**config.mk**
```make
export PLATFORM = sky130hd
export DESIGN_NAME = expr_recognizer_flat
export DESIGN_NICKNAME = d
export VERILOG_FILES = /design/src/rtl/expr_recognizer_if.sv /design/src/rtl/expr_recognizer.sv /design/src/flat_wrapper.sv
export SDC_FILE = /design/constraint.sdc
export NUM_CORES = 1
export LEC_CHECK = 0
export BUFFER_PORTS_ARGS = -buffer_cell sky130_fd_sc_hd__buf_2
export CORE_UTILIZATION = 45
export CTS_CLUSTER_SIZE = 8
export DETAILED_ROUTE_END_ITERATION = 6
export PLACE_DENSITY = 0.78
export REMOVE_ABC_BUFFERS = 1
export SLEW_MARGIN = 20
export SYNTH_ARGS = -nofsm -noshare
export SYNTH_HDL_FRONTEND = slang
export SYNTH_SLANG_ARGS = --single-unit
```
**constraint.sdc**
```tcl
create_clock -name clk -period 2 [get_ports clk]
set_input_delay 0 -clock clk [delete_from_list [all_inputs] [get_ports clk]]
set_output_delay 0 -clock clk [all_outputs]
set_load 0.005 [all_outputs]
```
**src/rtl/expr_recognizer_if.sv**
```systemverilog
// Character stream in, recognition status out, between the character source and the evaluator.
interface expr_recognizer_if #(
    parameter int CNT_W = 8
);
    logic [7:0]       in;
    logic             in_valid;
    logic             out;
    logic             err;
    logic             done;
    logic             ok;
    logic [CNT_W-1:0] opnd_cnt;

    modport master (output in, in_valid, input out, err, done, ok, opnd_cnt);
    modport slave  (input in, in_valid, output out, err, done, ok, opnd_cnt);
endinterface

```
**src/rtl/expr_recognizer.sv**
```systemverilog
// Recognizes "operand (op operand)*" terminated by '='.
// Operands are multi-digit decimal numbers; after an error the FSM waits for '=' to recover.
module expr_recognizer #(
    parameter int MAX_DIGITS = 4,
    parameter int MODE       = 0,
    parameter int CNT_W      = 8
) (
    input logic              clk,
    input logic              clr,
    expr_recognizer_if.slave bus
);
    localparam int DW = 4;
    localparam logic [CNT_W-1:0] CNT_MAX = '1;

    typedef enum logic [1:0] {START, NUM, OPR, ERR} state_t;

    state_t           state_q, state_d;
    logic [DW-1:0]    dcnt_q, dcnt_d;
    logic [CNT_W-1:0] cnt_q, cnt_d;
    logic             out_q, out_d;
    logic             err_q, err_d;
    logic             done_q, done_d;
    logic             ok_q, ok_d;

    logic             is_digit, is_term, is_op;
    logic [CNT_W-1:0] cnt_inc;

    always_comb begin
        is_digit = (bus.in >= 8'h30) && (bus.in <= 8'h39);
        is_term  = (bus.in == 8'h3D);
        if (MODE == 0) is_op = !is_digit && !is_term;
        else           is_op = (bus.in == 8'h2B) || (bus.in == 8'h2D) ||
                               (bus.in == 8'h2A) || (bus.in == 8'h2F);
        cnt_inc = (cnt_q == CNT_MAX) ? cnt_q : cnt_q + CNT_W'(1);
    end

    always_comb begin
        state_d = state_q;
        dcnt_d  = dcnt_q;
        cnt_d   = cnt_q;
        out_d   = out_q;
        err_d   = err_q;
        done_d  = 1'b0;
        ok_d    = ok_q;
        if (bus.in_valid) begin
            out_d = 1'b0;
            if (is_term) begin
                // Only a terminator right after a digit closes a well-formed expression.
                state_d = START;
                done_d  = 1'b1;
                ok_d    = (state_q == NUM);
                err_d   = 1'b0;
                cnt_d   = '0;
                dcnt_d  = '0;
            end else begin
                case (state_q)
                    START, OPR: begin
                        if (is_digit) begin
                            state_d = NUM;
                            dcnt_d  = DW'(1);
                            cnt_d   = cnt_inc;
                            out_d   = 1'b1;
                        end else begin
                            state_d = ERR;
                            err_d   = 1'b1;
                        end
                    end
                    NUM: begin
                        if (is_digit && (dcnt_q < DW'(MAX_DIGITS))) begin
                            dcnt_d = dcnt_q + DW'(1);
                            out_d  = 1'b1;
                        end else if (is_op && !is_digit) begin
                            state_d = OPR;
                        end else begin
                            state_d = ERR;
                            err_d   = 1'b1;
                        end
                    end
                    ERR: err_d = 1'b1;
                    default: begin
                        state_d = START;
                        err_d   = 1'b0;
                        cnt_d   = '0;
                        dcnt_d  = '0;
                    end
                endcase
            end
        end
    end

    always_ff @(posedge clk) begin
        if (!clr) begin
            state_q <= START;
            dcnt_q  <= '0;
            cnt_q   <= '0;
            out_q   <= 1'b0;
            err_q   <= 1'b0;
            done_q  <= 1'b0;
            ok_q    <= 1'b0;
        end else begin
            state_q <= state_d;
            dcnt_q  <= dcnt_d;
            cnt_q   <= cnt_d;
            out_q   <= out_d;
            err_q   <= err_d;
            done_q  <= done_d;
            ok_q    <= ok_d;
        end
    end

    assign bus.out      = out_q;
    assign bus.err      = err_q;
    assign bus.done     = done_q;
    assign bus.ok       = ok_q;
    assign bus.opnd_cnt = cnt_q;
endmodule

```
**src/flat_wrapper.sv**
```systemverilog
// flat-port wrapper written by rule: the top's interface ports become plain ports
module expr_recognizer_flat 
#(
    parameter int MAX_DIGITS = 4,
    parameter int MODE       = 0,
    parameter int CNT_W      = 8
)
  (clk, clr, bus_in, bus_in_valid, bus_out, bus_err, bus_done, bus_ok, bus_opnd_cnt);
  expr_recognizer_if #(.CNT_W(CNT_W)) bus_i ();
  input logic clk;
  input logic clr;
  input wire logic [$bits(bus_i.in)-1:0] bus_in;
  input wire logic [$bits(bus_i.in_valid)-1:0] bus_in_valid;
  output wire logic [$bits(bus_i.out)-1:0] bus_out;
  output wire logic [$bits(bus_i.err)-1:0] bus_err;
  output wire logic [$bits(bus_i.done)-1:0] bus_done;
  output wire logic [$bits(bus_i.ok)-1:0] bus_ok;
  output wire logic [$bits(bus_i.opnd_cnt)-1:0] bus_opnd_cnt;
  assign bus_i.in = bus_in;
  assign bus_i.in_valid = bus_in_valid;
  assign bus_out = bus_i.out;
  assign bus_err = bus_i.err;
  assign bus_done = bus_i.done;
  assign bus_ok = bus_i.ok;
  assign bus_opnd_cnt = bus_i.opnd_cnt;
  expr_recognizer #(.MAX_DIGITS(MAX_DIGITS), .MODE(MODE), .CNT_W(CNT_W)) u_core (.clk(clk), .clr(clr), .bus(bus_i));
endmodule
```
==> impl_metrics.ini, run 1 <==
[clock_tree]
path_clk_slew_ps = 110
cts_resized = 0
cts_max_level = 1
cts_tree = built
numClockSinks = 18
root_buffer = clkbuf_4
cts_buffers = 3
clk_path_buf_depth = 2
insertion_delay_ps = 310

[timing]
fin_crit_sh_pct = 85.42
period_needed_ps = 1708
relSlewSlack_pct = 56.89
drv_slew = 0
fmax_mhz = 585.4
hold_ws_ps = 82.17
finalSetupTns_ps = 0
worstMarginPinSlew_ps = 644.6
clock_skew_ps = 4.865
setup_violations = 0
rsz0062_at_grt = no
finalHoldViolCount = 0

[synth]
ys_types = 37
ys_warn_count = 0
synth_top_family_by_area = simple AND/OR/NAND/NOR gates
synth.avg_cell_area_um2 = 8.888
synthXorXnorAreaFrac_pct = 0
synth_compound_area_share_pct = 19.42
synthAdderAreaFrac_pct = 2.427
synth_flop_cell = dfxtp_1
async_flop_share_pct = 0
synthSimpleGateAreaFrac_pct = 29.25
synthMuxAreaShare_pct = 8.859
netlist_area_mm2 = 0.001031
ys_ff_latch = 18
synth_edf_count = 0
syn_inst = 116
yosysSeqAreaShare_pct = 34.95

[die]
die_h_um = 49.87
die-area_mm2 = 0.002487
ios = 23
initial_core_util_pct = 50.00
die_x_um = 49.87
rows = 16
core_area_mm2 = 0.002062

[cells_and_area]
fill_cells = 192
postLayoutCellArea_mm2 = 0.001191
final_cells = 167
nets = 154
antenna_cells = 0
area_growth_pct = 15.53
drive_gt1_share_pct = 25.71

[grt]
globalRouteOverflowTotal = 0
grtUsageMet2_pct = 32.66
grt_max_degree = 15
top_usage_layer = met2
grt_pass1_wl_um = 3801
grt_pass1_vias = 846
gr-usage-met3_pct = 3.704
use_met1_pct = 25.24
grt.total_usage_pct = 20.31
antenna_found_initial = 0

[route]
vias = 976
final_antenna_net_count = 0
routedWlPerCell_um = 13.57
drt_iter0_markers = 21
drcViolationCount = 0
drtPass1Iterations = 4
viasPerCell = 5.844
routed_wl_um = 2266

[critical_path]
r2r-start = u_core.bus.opnd_cnt[0]
path_cells = ha_1 > nand3_1 > o311ai_4 > a211oi_1 > mux2i_1
endpoint = u_core.bus.opnd_cnt[3]
r2r_setup_slack_ps = 290
start_kind = register
reg2regPathDepth = 5
critPathTopFamily = compound AO/OA/AOI/OAI gates
cp_num_buf_inv = 0
crit_slowest_cell = o311ai_4
r2r-end = u_core.bus.opnd_cnt[3]
worstSetupStartpoint = u_core.bus.opnd_cnt[0]
arrival_ps = 1910
crit_type = register to register
worst-path-max-fanout = 10
required_ps = 2200
end_kind = register
slowest_delay_ps = 450
cp_num_cells = 5

[run]
maxCapViolations = 0

[pwr]
irDropWorstVdd_v = 0.0003275
p_per_area_mw_per_mm2 = 576.3
p_leak_nw = 0.4878

[worst_hold_path]
hold_path.class = input port to register

[place]
portBuffers = 22
place_hpwl_um = 1679
placed_cells = 162
place_area_mm2 = 0.001145
gp_congestion = 0.8053

[outcome]
status = complete, no violations
placed cells by master (no fill, tap or decap), types with 2 or more instances in the layout:
| cell type | count |
|---|---|
| a21oi_1 | 6 |
| nor2_1 | 6 |
| clkbuf_4 | 3 |
| dfxtp_1 | 18 |
| or4_1 | 2 |
| nand4_1 | 2 |
| buf_2 | 22 |
| o21ai_0 | 2 |
| inv_1 | 4 |
| nand3_1 | 12 |
| nand2_1 | 18 |
| a31oi_1 | 4 |
| a211oi_1 | 3 |
| ha_1 | 2 |
| mux2i_1 | 8 |
| nand2b_1 | 6 |
what timing repair did:
item | in CTS | in global routing
hold buffers | 1 | 0
buffers inserted | 0 | 0
hold endpoints to repair | 3 | 0
per-stage QoR:
stage | setup slack [ps] | utilization, % | power [W]
4_1_cts | 302.4 | 57.77 | 0.0006879
6_report | 291.6 | 57.77 | 0.0006865
5_1_grt | 168.5 | 57.77 | 0.0007132
3_5_place_dp | 323.0 | 55.52 | 0.0004544
3_3_place_gp | 396.3 | 55.52 | 0.0004511
2_1_floorplan | 477.0 | - | 0.0004230
synth_stat cells, types with 2 or more instances:
library cell / instances / share of area, %
nor2_1: 6 / 2.2
nand3_1: 12 / 5.8
ha_1: 2 / 2.4
or4_1: 2 / 1.5
o21ai_0: 2 / 0.97
a211oi_1: 3 / 2.2
a21oi_1: 6 / 2.9
mux2i_1: 8 / 7.8
nand4_1: 2 / 1.2
inv_1: 4 / 1.5
a31oi_1: 4 / 2.4
nand2_1: 18 / 6.6
dfxtp_1: 18 / 35
nand2b_1: 6 / 3.6
area by class of cell:
class / count / area [um2] / area share (%)
Sequential cell: 18 / 360.3 / 30.25
Multi-Input combinational cell: 90 / 618.1 / 51.89
Inverter: 4 / 15.01 / 1.261
Timing Repair Buffer: 24 / 127.6 / 10.71
Clock buffer: 4 / 36.28 / 3.046
Tap cell: 27 / 33.78 / 2.836
worst min-delay path, cell delays in order:
cell and delay (ps):
buf_2 180, nand3_1 100, a21oi_1 60
logic make-up (layout without fill, tap and decap cells):
family	count (synthesis)	count (layout)
and+or+nand+nor	55	55
buffers and inverters	8	32
AOI/OAI and AO/OA	24	24
DFF	18	18
muxes	9	9
adders and majority gates	2	2
state kept, by name, indices dropped and copies added (netlist names):
name and cells:
u_core.bus.done 1, u_core.bus.err 1, u_core.bus.ok 1, u_core.bus.opnd_cnt 8, u_core.bus.out 1, u_core.dcnt_q 4, u_core.state_q 2
per-layer routing:
metal / share of wire (%) / wire length (um)
met2: 47 / 1059
met5: 0 / 0
met3: 6.2 / 141
met1: 45 / 1010
met4: 2.4 / 55
power by group:
| part | total, W | switching [W] | internal, W | leakage, nW |
|---|---|---|---|---|
| Combinational | 0.0000785 | 0.0000473 | 0.0000312 | 0.321 |
| Clock | 0.000237 | 0.000126 | 0.000111 | 0.0210 |
| Sequential | 0.000371 | 0.00000611 | 0.000365 | 0.146 |
worst min-delay path by stage:
stage	start	endpoint	slack, ps	depth (start not counted)
after floorplan	clr	u_core.dcnt_q[3]	120	2
after global placement	clr	u_core.dcnt_q[3]	300	3
after detailed placement	clr	u_core.dcnt_q[3]	300	3
after CTS	bus_in_valid	u_core.bus.out	80	3
after global routing	bus_in_valid	u_core.bus.out	80	3
final	bus_in_valid	u_core.bus.out	80	3
Power figures use the tool's default switching activity.
==> run 2, diff against run 1 <==
--- a/config.mk
+++ b/config.mk
@@ -9,6 +9,7 @@
 export CORE_UTILIZATION = 45
 export CTS_CLUSTER_SIZE = 8
 export DETAILED_ROUTE_END_ITERATION = 6
+export MAX_ROUTING_LAYER = met4
 export PLACE_DENSITY = 0.78
 export REMOVE_ABC_BUFFERS = 1
 export SLEW_MARGIN = 20
==> constraint.sdc (replaced) <==
create_clock -name clk -period 2 [get_ports clk]
set_input_delay 0.5 -clock clk [delete_from_list [all_inputs] [get_ports clk]]
set_output_delay 0.5 -clock clk [all_outputs]
set_load 0.005 [all_outputs]
==> run 2 against run 1 <==
  * Clock skew rose by 1.6 ps
  * Sequential power about the same
  * Final cell count increased by 1.2%
  * Register-to-register slack got worse by 30 ps
  * Power grew 0.77%
  * Critical path type unchanged
  * Largest power group unchanged
==> impl_metrics.ini, run 2 (synthesis results as in run 1) <==
[outcome]
status = complete, no violations

[timing]
fin_crit_sh_pct = 86.80
finalHoldViolCount = 0
rsz0062_at_grt = no
period_needed_ps = 1736
fin_ws_ps = 263.9
worstMarginPinSlew_ps = 643.0
relSlewSlack_pct = 57.00
finalSetupTns_ps = 0
drv_slew = 0
clock_skew_ps = 6.494
fmax_mhz = 576.0
setup_violations = 0

[place]
portBuffers = 22
place_area_mm2 = 0.001167
placed_cells = 165
gp_congestion = 0.8934
place_hpwl_um = 1599
dpl_worst_slack_ps = 125.9

[clock_tree]
root_buffer = clkbuf_4
cts_tree = built
cts_resized = 0
cts_max_level = 1
clk_path_buf_depth = 2
insertion_delay_ps = 310
numClockSinks = 18
post_cts_buffers = 0
holdBufCountCts = 0
cts_buffers = 3
path_clk_slew_ps = 120

[run]
maxCapViolations = 0

[route]
drt_iter0_markers = 30
viasPerCell = 5.728
routedWlPerCell_um = 12.83
routed_wl_um = 2168
final_antenna_net_count = 0
drtPass1Iterations = 4
drcViolationCount = 0
vias = 968

[die]
rows = 16
die-area_mm2 = 0.002487
core_area_mm2 = 0.002062
die_x_um = 49.87
die_h_um = 49.87
ios = 23
initial_core_util_pct = 50.00

[grt]
grt.total_usage_pct = 20.36
antenna_found_initial = 0
grt_max_degree = 15
globalRouteOverflowTotal = 0
grt_pass1_vias = 868
grt_pass1_wl_um = 3746

[pwr]
internal_power_w = 0.0005094
p_leak_nw = 0.4985
pwr-share-clk_pct = 34.7
switchingPower_w = 0.0001824
p_per_area_mw_per_mm2 = 574.7
swShare_pct = 26.36
irDropWorstVdd_v = 0.0004168
power_frac_seq_pct = 53.6
power_frac_comb_pct = 11.7

[cells_and_area]
antenna_cells = 0
layout_common_cells = 22 x buf_2, 18 x nand2_1, 18 x dfxtp_1
nets = 156
final_common_cell = buf_2
largest_reg_flops = 8
postLayoutCellArea_mm2 = 0.001204
drive_gt1_share_pct = 27.46
area_growth_pct = 16.75
final_cells = 169

[worst_hold_path]
hold_path.class = register to register

[critical_path]
end_kind = register
worst-path-max-fanout = 10
crit_type = register to register
arrival_ps = 1940
required_ps = 2200
start_kind = register
run 2: cell types whose count changed in the layout (fill, tap and decap cells not counted):
cell / change
dlygate4sd3_1: -1
buf_4: +3
run 2: path summary, 6_finish.rpt:
path | start | end | slack, ps | cells past startpoint
min reg2reg | u_core.bus.out | u_core.bus.out | 460 | 2
min | u_core.bus.out | u_core.bus.out | 460 | 2
max reg2reg | u_core.bus.opnd_cnt[0] | u_core.bus.opnd_cnt[5] | 260 | 5
max | u_core.bus.opnd_cnt[0] | u_core.bus.opnd_cnt[5] | 260 | 5
run 2: per-layer routing:
layer | track usage (%) | up-vias | wire length (um)
li1 | - | 478 | -
met1 | 26.42 | 444 | 1020
met2 | 30.18 | 41 | 986
met3 | 3.086 | 5 | 109
met4 | 10.95 | 0 | 52
met5 | - | - | 0
run 2: layout make-up:
cell class | count | area [um2]
tap | 27 | 33.78
fill | 182 | 858.3
multi-input combinational | 90 | 618.1
inverter | 4 | 15.01
sequential | 18 | 360.3
clock buffer | 4 | 36.28
timing repair buffer | 26 | 140.1
run 2: through the flow:
step | utilization (%) | power, W | hold WS, ps
2_1_floorplan | - | 0.0004230 | 423.1
3_3_place_gp | 56.61 | 0.0004553 | 440.8
3_5_place_dp | 56.61 | 0.0004582 | 452.6
4_1_cts | 58.37 | 0.0006922 | 469.6
5_1_grt | 58.37 | 0.0007204 | 488.0
6_report | 58.37 | 0.0006917 | 463.1
run 2: worst max-delay path, cell delays in order, from the launching register on:
cell and delay (ps):
dfxtp_1 440, ha_1 260, nand3_1 140, o311ai_4 450
a211oi_1 190, mux2i_1 150
run 2: power by group through the flow:
| stage | Sequential (W) | Combinational (W) | Clock (W) |
|---|---|---|---|
| global placement | 0.000378 | 0.0000771 | 0 |
| global route | 0.000372 | 0.0000889 | 0.000260 |
| floorplan | 0.000377 | 0.0000456 | 0 |
| CTS | 0.000370 | 0.0000801 | 0.000242 |
| detailed placement | 0.000379 | 0.0000797 | 0 |
| finish | 0.000371 | 0.0000809 | 0.000240 |
